### src/rtl/data_sram_bridge_pkg.sv
// data_sram_bridge_pkg: shared state encoding, bus widths and helpers for the data-SRAM bridge
package data_sram_bridge_pkg;
  typedef enum logic [1:0] {
    IDLE  = 2'd0,
    REQ   = 2'd1,
    RWAIT = 2'd2,
    DONE  = 2'd3
  } state_t;
  localparam int ADDR_W = 32;
  localparam int DATA_W = 32;
  localparam int STRB_W = 4;
  localparam logic [DATA_W-1:0] ERR_DATA_DEFAULT = 32'hDEADBEEF;
  function automatic logic [ADDR_W-1:0] word_addr(input logic [ADDR_W-1:0] a);
    return a & ~32'h3;
  endfunction
endpackage

### src/rtl/data_sram_bridge_watchdog.sv
// mem_watchdog: busy-cycle counter that expires on the cycle its count would reach TIMEOUT
module mem_watchdog #(
  parameter int TIMEOUT = 255
) (
  input  logic clk,
  input  logic rst,
  input  logic clr,
  input  logic en,
  output logic expire
);
  logic [31:0] cnt;
  always_ff @(posedge clk)
    cnt <= (rst || clr) ? 32'd0 : en ? cnt + 32'd1 : cnt;
  always_comb
    expire = (TIMEOUT != 0) && en && (cnt == 32'(TIMEOUT - 1));
endmodule

### src/rtl/data_sram_bridge.sv
// data_sram_bridge: CPU data-SRAM responder forwarding requests to a multi-cycle backing memory
module data_sram_bridge
  import data_sram_bridge_pkg::*;
#(
  parameter int          TIMEOUT  = 255,
  parameter logic [31:0] ERR_DATA = ERR_DATA_DEFAULT
) (
  input  logic        clk,
  input  logic        rst,
  input  logic        data_sram_en,
  input  logic [3:0]  data_sram_wen,
  input  logic [31:0] data_sram_addr,
  input  logic [31:0] data_sram_wdata,
  output logic [31:0] data_sram_rdata,
  output logic        stallreq_for_mem,
  output logic        mem_req,
  output logic        mem_we,
  output logic [3:0]  mem_wstrb,
  output logic [31:0] mem_addr,
  output logic [31:0] mem_wdata,
  input  logic        mem_ready,
  input  logic        mem_rvalid,
  input  logic [31:0] mem_rdata,
  output logic        timeout_err
);
  state_t state, state_nxt;
  logic accept, cap, fin, expire, tmo;
  mem_watchdog #(.TIMEOUT(TIMEOUT)) u_wdog (
    .clk    (clk),
    .rst    (rst),
    .clr    (accept),
    .en     (stallreq_for_mem),
    .expire (expire)
  );
  always_ff @(posedge clk)
    state <= rst ? IDLE : state_nxt;
  always_comb
    state_nxt = accept ? REQ :
                (state == IDLE || state == DONE) ? IDLE :
                (fin || tmo) ? DONE :
                (state == REQ && mem_ready) ? RWAIT : state;
  always_comb begin
    stallreq_for_mem = (state == REQ) || (state == RWAIT);
    mem_req          = state == REQ;
    accept           = !stallreq_for_mem && data_sram_en;
    cap              = !mem_we && mem_rvalid && ((state == REQ && mem_ready) || state == RWAIT);
    fin              = cap || (state == REQ && mem_ready && mem_we);
    tmo              = expire && !fin;
  end
  always_ff @(posedge clk) begin
    if (rst) begin
      mem_we          <= 1'b0;
      mem_wstrb       <= 4'd0;
      mem_addr        <= 32'd0;
      mem_wdata       <= 32'd0;
      data_sram_rdata <= 32'd0;
      timeout_err     <= 1'b0;
    end else begin
      if (accept) begin
        mem_we    <= |data_sram_wen;
        mem_wstrb <= data_sram_wen;
        mem_addr  <= word_addr(data_sram_addr);
        mem_wdata <= data_sram_wdata;
      end
      if (cap)
        data_sram_rdata <= mem_rdata;
      else if (tmo && !mem_we)
        data_sram_rdata <= ERR_DATA;
      if (tmo)
        timeout_err <= 1'b1;
    end
  end
endmodule
### config.mk
export PLATFORM = sky130hd
export DESIGN_NAME = data_sram_bridge
export DESIGN_NICKNAME = d
export VERILOG_FILES = /design/src/rtl/data_sram_bridge_pkg.sv /design/src/rtl/data_sram_bridge_watchdog.sv /design/src/rtl/data_sram_bridge.sv
export SDC_FILE = /design/constraint.sdc
export NUM_CORES = 1
export LEC_CHECK = 0
export BUFFER_PORTS_ARGS = -buffer_cell sky130_fd_sc_hd__buf_2
export CORE_MARGIN = 1.5
export CORE_UTILIZATION = 53
export DETAILED_ROUTE_END_ITERATION = 7
export PLACE_DENSITY = 0.95
export SETUP_SLACK_MARGIN = 0.3
export SLEW_MARGIN = 20
export SYNTH_ARGS = -nofsm -noshare
export SYNTH_HDL_FRONTEND = slang
export SYNTH_SLANG_ARGS = --single-unit
### constraint.sdc
create_clock -name clk -period 3.14 [get_ports clk]
set_clock_uncertainty 0.15 [all_clocks]
set_input_delay 0.471 -clock clk [delete_from_list [all_inputs] [get_ports clk]]
set_output_delay 0.471 -clock clk [all_outputs]
set_load 0.05 [all_outputs]
# Word-level counts from Yosys, hierarchy flattened
# Cells that the tools add are included.
word_totals:
  register_bits: 134
  latchBits: 0
  mem_bits_rw: 0
  romBits: 0
  inputBits: 105
  output_inout_bits: 104
  wordCells: 43
  n_memories: 0
classes:
  add_sub_neg: 1
  n_mul: 0
  div_mod_pow: 0
  n_lt_le_gt_ge: 0
  n_eq_ne: 4
  n_shift: 0
  muxes: 6
  n_bitwise: 0
  n_reduce_logical: 23
op_table:
  columns: ["operator", "n"]
  rows:
  - ["$mux W32", 2]
  - ["$add A32 B1 Y32 const B", 1]
  - ["$eq A32 B8 Y1 const B", 1]
  - ["$logic_and A1 B1 Y1", 8]
  - ["$logic_or A1 B1 Y1", 6]
  - ["$eq A2 B2 Y1 const B", 2]
  - ["$mux W2", 2]
  - ["$reduce_bool A2 Y1", 2]
  - ["$reduce_bool A4 Y1", 1]
  - ["$reduce_or A4 Y1", 1]
  - ["$logic_not A1 Y1", 3]
  - ["$reduce_or A3 Y1", 1]
  - ["$eq A2 B1 Y1 const B", 1]
  - ["$logic_not A2 Y1", 1]
  - ["$mux W1", 2]

# Logic depth before layout (Yosys ltp)
logic_depth:
  ltp_word: 11
  depth_mapped: 9
  mapped_depth_nobuf: 6

# Cells and area by module
# A second synthesis with hierarchy kept.
unflattened:
  cells_unflattened: 600
  hier_area_um2: 5200.0
by_module_without_submodules:
  columns: ["mod", "instances", "cells_per_inst", "area_per_inst_um2", "seq_area_each_um2"]
  rows:
  - ["data_sram_bridge", 1, 409, 3608.5, 2042.0]
  - ["mem_watchdog", 1, 191, 1591.5, 640.6]

# Least setup slack after synthesis
# Ideal clock, no wire load.
synth_path:
  path_kind: "reg-to-reg"
  startpoint: "register state[1]"
  endpoint: "register data_sram_rdata[10]"
  setup_time_ps: 81
  arrival_time_ps: 2166
  required_time_ps: 2909
  setup_slack_ps: 742
  stages_incl_launch_ff: 9
  n_path_buf: 2
  period_less_slack_ps: 2398
  cell_sequence: "dfxtp_1 inv_1 ha_1 a21oi_1 or3b_2 buf_2 o41a_1 buf_6 a211oi_2"
synth_between:
  elab_chain_cells: 9
  word_cells_on_any_way: 14
  cone_classes: "eq/ne: 2; mux: 1; reduce/logical: 11"
synth_rtl:
  columns: ["element", "line", "text"]
  rows:
  - ["start, declared", "data_sram_bridge.sv:26", "state_t state, state_nxt;"]
  - ["start signal, assigned", "data_sram_bridge.sv:36", "state <= rst ? IDLE : state_nxt;"]
  - ["$eq A2 B1 Y1 *", null, null]
  - ["net mem_req", "data_sram_bridge.sv:16", "output logic mem_req,"]
  - ["$logic_and A1 B1 Y1", "data_sram_bridge.sv:46, data_sram_bridge.sv:47", null]
  - ["$logic_or A1 B1 Y1", "data_sram_bridge.sv:46", "cap = !mem_we && mem_rvalid && ((state == REQ && mem_ready) || state == RWAIT);"]
  - ["$logic_and A1 B1 Y1", "data_sram_bridge.sv:46", null]
  - ["$logic_or A1 B1 Y1", "data_sram_bridge.sv:47", "fin = cap || (state == REQ && mem_ready && mem_we);"]
  - ["$logic_not A1 Y1", "data_sram_bridge.sv:48", "tmo = expire && !fin;"]
  - ["$logic_and A1 B1 Y1", "data_sram_bridge.sv:48", null]
  - ["$logic_and A1 B1 Y1", "data_sram_bridge.sv:67", "else if (tmo && !mem_we)"]
  - ["$reduce_bool A2 Y1 (no line)", null, null]
  - ["end signal, assigned", "data_sram_bridge.sv:66", "data_sram_rdata <= mem_rdata;"]
  - ["end, declared", "data_sram_bridge.sv:14", "output logic [31:0] data_sram_rdata,"]
# The timed path passes the listed nets; every way through them passes the cells marked *.
# A chain may end at the register's enable or synchronous reset.

# Worst setup path in the final report
layout_path:
  startpoint: "register state[0]"
  endpoint: "register data_sram_rdata[26]"
layout_between:
  elab_chain_cells: 9
  word_cells_on_any_way: 14
  cone_classes: "eq/ne: 2; mux: 1; reduce/logical: 11"
layout_rtl:
  columns: ["element", "line"]
  rows:
  - ["$eq A2 B1 Y1", "data_sram_bridge.sv:43, data_sram_bridge.sv:46, data_sram_bridge.sv:47"]
  - ["$logic_and A1 B1 Y1", "data_sram_bridge.sv:46, data_sram_bridge.sv:47"]
  - ["$logic_or A1 B1 Y1", "data_sram_bridge.sv:46"]
  - ["$logic_and A1 B1 Y1", "data_sram_bridge.sv:46"]
  - ["$logic_or A1 B1 Y1", "data_sram_bridge.sv:47"]
  - ["$logic_not A1 Y1", "data_sram_bridge.sv:48"]
  - ["$logic_and A1 B1 Y1", "data_sram_bridge.sv:48"]
  - ["$logic_and A1 B1 Y1", "data_sram_bridge.sv:67"]
  - ["$reduce_bool A2 Y1 (no line)", null]
# Parallel ways exist; a longest one is shown, timed or not.

==> flow_metrics.py <==
metrics = {
    "status": {
        "status": "complete, no violations",
    },
    "sta": {
        "whs_ns": 0.0212,
        "fmax_mhz": 402,
        "slew_violations": 0,
        "final.min_clock_period_ns": 2.49,
        "setup_tns_ns": 0,
        "grt_setup_unrepaired": "no",
        "post-route-period-util": 0.793,
        "relSlewSlack": 0.536,
        "hold_viol_final": 0,
        "worstMarginPinSlew_ns": 0.694,
        "finalSetupViolations": 0,
    },
    "synth": {
        "ys.flop_type": "dfxtp_1",
        "synth_cell_type_count": 43,
        "synth_edf_count": 0,
        "syn-mean-instance-area_um2": 8.46,
        "netlist_instances": 647,
        "ys_ff_latch": 134,
        "synth_area_um2": 5470,
        "ys_seq_area_frac": 0.490,
        "yosys_warnings": 0,
        "async_flop_share": 0,
    },
    "cells_and_area": {
        "final_core_util": 0.718,
        "fin_nets": 945,
        "final_cell_mix": "203 x buf_2, 144 x nand2_1, 134 x dfxtp_1",
        "area_growth_pct": 30.0,
        "final_common_cell": "buf_2",
        "drive_gt1_frac": 0.322,
        "antenna_cells": 0,
        "fillers": 738,
    },
    "route": {
        "drt_pass1_iterations": 4,
        "via_per_inst": 5.25,
        "vias": 5158,
        "ant_nets": 0,
        "drt-total-wl_um": 13900,
        "drc": 0,
        "drt_iter0_markers": 312,
        "wl_per_cell_um": 14.2,
    },
    "worst_setup_path": {
        "rr_startpoint": "state[0]",
        "required_ns": 3.42,
        "path_class": "reg2reg",
        "slowest_delay_ns": 0.43,
        "r2r_setup_slack_ns": 0.65,
        "path_cells": "inv_1 -> ha_1 -> and3b_1 -> buf_4 -> nand4_1 -> o41a_1 -> buf_4 -> a211oi_1",
        "critical-path-top-delay-family": "compound AO/OA/AOI/OAI gates",
        "critical-path-top-cell-by-count": "buf_4",
        "worstPathArrival_ns": 2.77,
        "endpoint_kind": "flip-flop",
        "cpMaxStageDelayCell": "o41a_1",
        "cp.depth": 8,
        "rr_worst_depth": 8,
        "r2r_end": "data_sram_rdata[26]",
        "startpoint_type": "flip-flop",
        "crit_buf_inv": 3,
        "cp_max_fo": 24,
    },
    "clock_network": {
        "h-tree-depth": 4,
        "root_buffer": "clkbuf_8",
        "post_cts_buffers": 0,
        "hold_buffers": 0,
        "cts_sinks": 134,
        "clockBufferDepth": 2,
        "cts_tree": "yes",
        "clk_pin_slew_ns": 0.07,
        "numCtsBuffers": 17,
        "clk_latency_ns": 0.53,
        "ctsResizeCount": 0,
    },
    "hold_path": {
        "hold_path_end": "mem_wdata[12]",
        "hp-start": "data_sram_wdata[12]",
        "whs_path_depth": 3,
        "min_path_type": "in2reg",
    },
    "die": {
        "die-area_um2": 10900,
        "row_count": 36,
        "ioPinCount": 209,
        "die_x_um": 105,
        "core_um2": 9910,
        "initial_core_util": 0.552,
        "die_height_um": 105,
    },
    "global_routing": {
        "grtUsageTotal": 0.253,
        "grt_pass1_wl_um": 22600,
        "grt-ovfl-total": 0,
        "grt_pass1_vias": 4984,
        "antenna_found_initial": 0,
        "grt_max_degree": 69,
    },
    "place": {
        "hpwl_um": 9730,
        "place.gp.congestion": 0.866,
        "numPortBuffers": 204,
    },
    "pwr": {
        "vdd_ir_drop_max_mv": 0.408,
        "clock_power_share": 0.410,
        "internal_power_mw": 3.04,
        "combPwrFrac": 0.183,
        "p_leak_nw": 3.09,
        "p_seq_frac": 0.407,
        "netSwitchingFraction": 0.333,
        "p_switching_mw": 1.52,
        "power_density_nw_per_um2": 640,
    },
    "job": {
        "maxCapViolCount": 0,
    },
}
==> metrics by stage <==
step / std cells / cell area, µm² / power (mW) / setup WS [ns]
after floorplan: 648 / 5480 / 2.49 / 0.742
after detailed placement: 950 / 6550 / 2.72 / 0.650
after CTS: 982 / 7120 / 4.58 / 0.614
after global placement: 950 / 6550 / 2.71 / 0.776
final: 982 / 7120 / 4.55 / 0.651
after global routing: 982 / 7120 / 4.71 / 0.510
==> worst max path at each step <==
| stage | to | slack [ns] | start |
|---|---|---|---|
| 6_report | data_sram_rdata[26] | 0.65 | state[0] |
| 5_1_grt | data_sram_rdata[26] | 0.51 | state[0] |
| 4_1_cts | data_sram_rdata[26] | 0.61 | state[0] |
| 3_5_place_dp | data_sram_rdata[26] | 0.65 | state[0] |
| 3_3_place_gp | data_sram_rdata[26] | 0.78 | state[0] |
| 2_1_floorplan | data_sram_rdata[10] | 0.74 | state[1] |
==> cell usage after synthesis (2+ instances only) <==
cell        n  area [µm²]
ha_1        4        50.1
buf_1       5        18.8
nand2b_1    2        12.5
o41ai_1     4        35.0
a21oi_1    88         440
mux2i_1     9        90.1
nor3_1      9        45.0
o21ai_0     5        25.0
buf_2       6        30.0
buf_4       3        22.5
inv_1      32         120
dfxtp_1   134        2680
xnor2_1     3        26.3
or4_1       9        67.6
buf_6       3        33.8
a211oi_1    4        30.0
nor4_1      7        43.8
a211oi_2   20         250
or3_1       7        43.8
nor3b_1     2        15.0
and3_1      5        31.3
xor2_1     10        87.6
nand2_1   145         544
nor4_2      2        25.0
and4_1      7        61.3
o31ai_1    10        75.1
or4b_1      3        30.0
clkbuf_1   28         105
nor4b_1     2        17.5
and2_1      3        18.8
nor2_1     43         161
nand4_1    13        81.3
nand3_1    10        50.1
==> cells by family (layout without fill, tap and decap cells) <==
group                    after synthesis  in the layout  synth area share
AND/OR/NAND/NOR                      275            275             0.241
adder cells (fa/ha/maj)                4              4           0.00914
flip-flops                           134            134             0.490
XOR/XNOR                              13             13            0.0208
other                                  1              2          0.000685
buffers and inverters                 77            278            0.0603
AO/OA/AOI/OAI                        134            134             0.162
multiplexers                           9              9            0.0165
==> final cells by class <==
| cell class | instances | area [µm²] | share of cell area |
|---|---|---|---|
| Clock buffer | 17 | 414 | 0.0582 |
| Inverter | 32 | 120 | 0.0169 |
| Multi-Input combinational cell | 437 | 2470 | 0.347 |
| Timing Repair Buffer | 214 | 1110 | 0.156 |
| Tap cell | 133 | 166 | 0.0234 |
| Clock inverter | 15 | 154 | 0.0216 |
| Sequential cell | 134 | 2680 | 0.377 |
==> per-layer routing <==
| metal | GRT usage | up-vias | routed length (µm) |
|---|---|---|---|
| li1 | - | 2598 | - |
| met3 | 0.0736 | 27 | 960 |
| met1 | 0.287 | 2337 | 5570 |
| met5 | 0 | - | 0 |
| met2 | 0.444 | 196 | 7040 |
| met4 | 0.108 | 0 | 376 |
==> registers in the layout (all words and copies together) (netlist names) <==
| name | count |
|---|---|
| mem_addr | 30 |
| u_wdog.cnt | 32 |
| mem_wdata | 32 |
| mem_wstrb | 4 |
| state | 2 |
| data_sram_rdata | 32 |
| timeout_err | 1 |
| mem_we | 1 |
==> power by group through the flow <==
stage / registers [mW] / clock network (mW) / logic [mW]
2_1_floorplan: 2.21 / 0 / 0.282
3_3_place_gp: 1.88 / 0 / 0.824
3_5_place_dp: 1.89 / 0 / 0.835
4_1_cts: 1.85 / 1.90 / 0.838
5_1_grt: 1.86 / 1.96 / 0.890
6_report: 1.85 / 1.87 / 0.834
==> worst min-delay path: stages <==
cell     delay [ns]
buf_2          0.09
nand2_1        0.04
a21oi_1        0.05
Power figures use the tool's default switching activity.
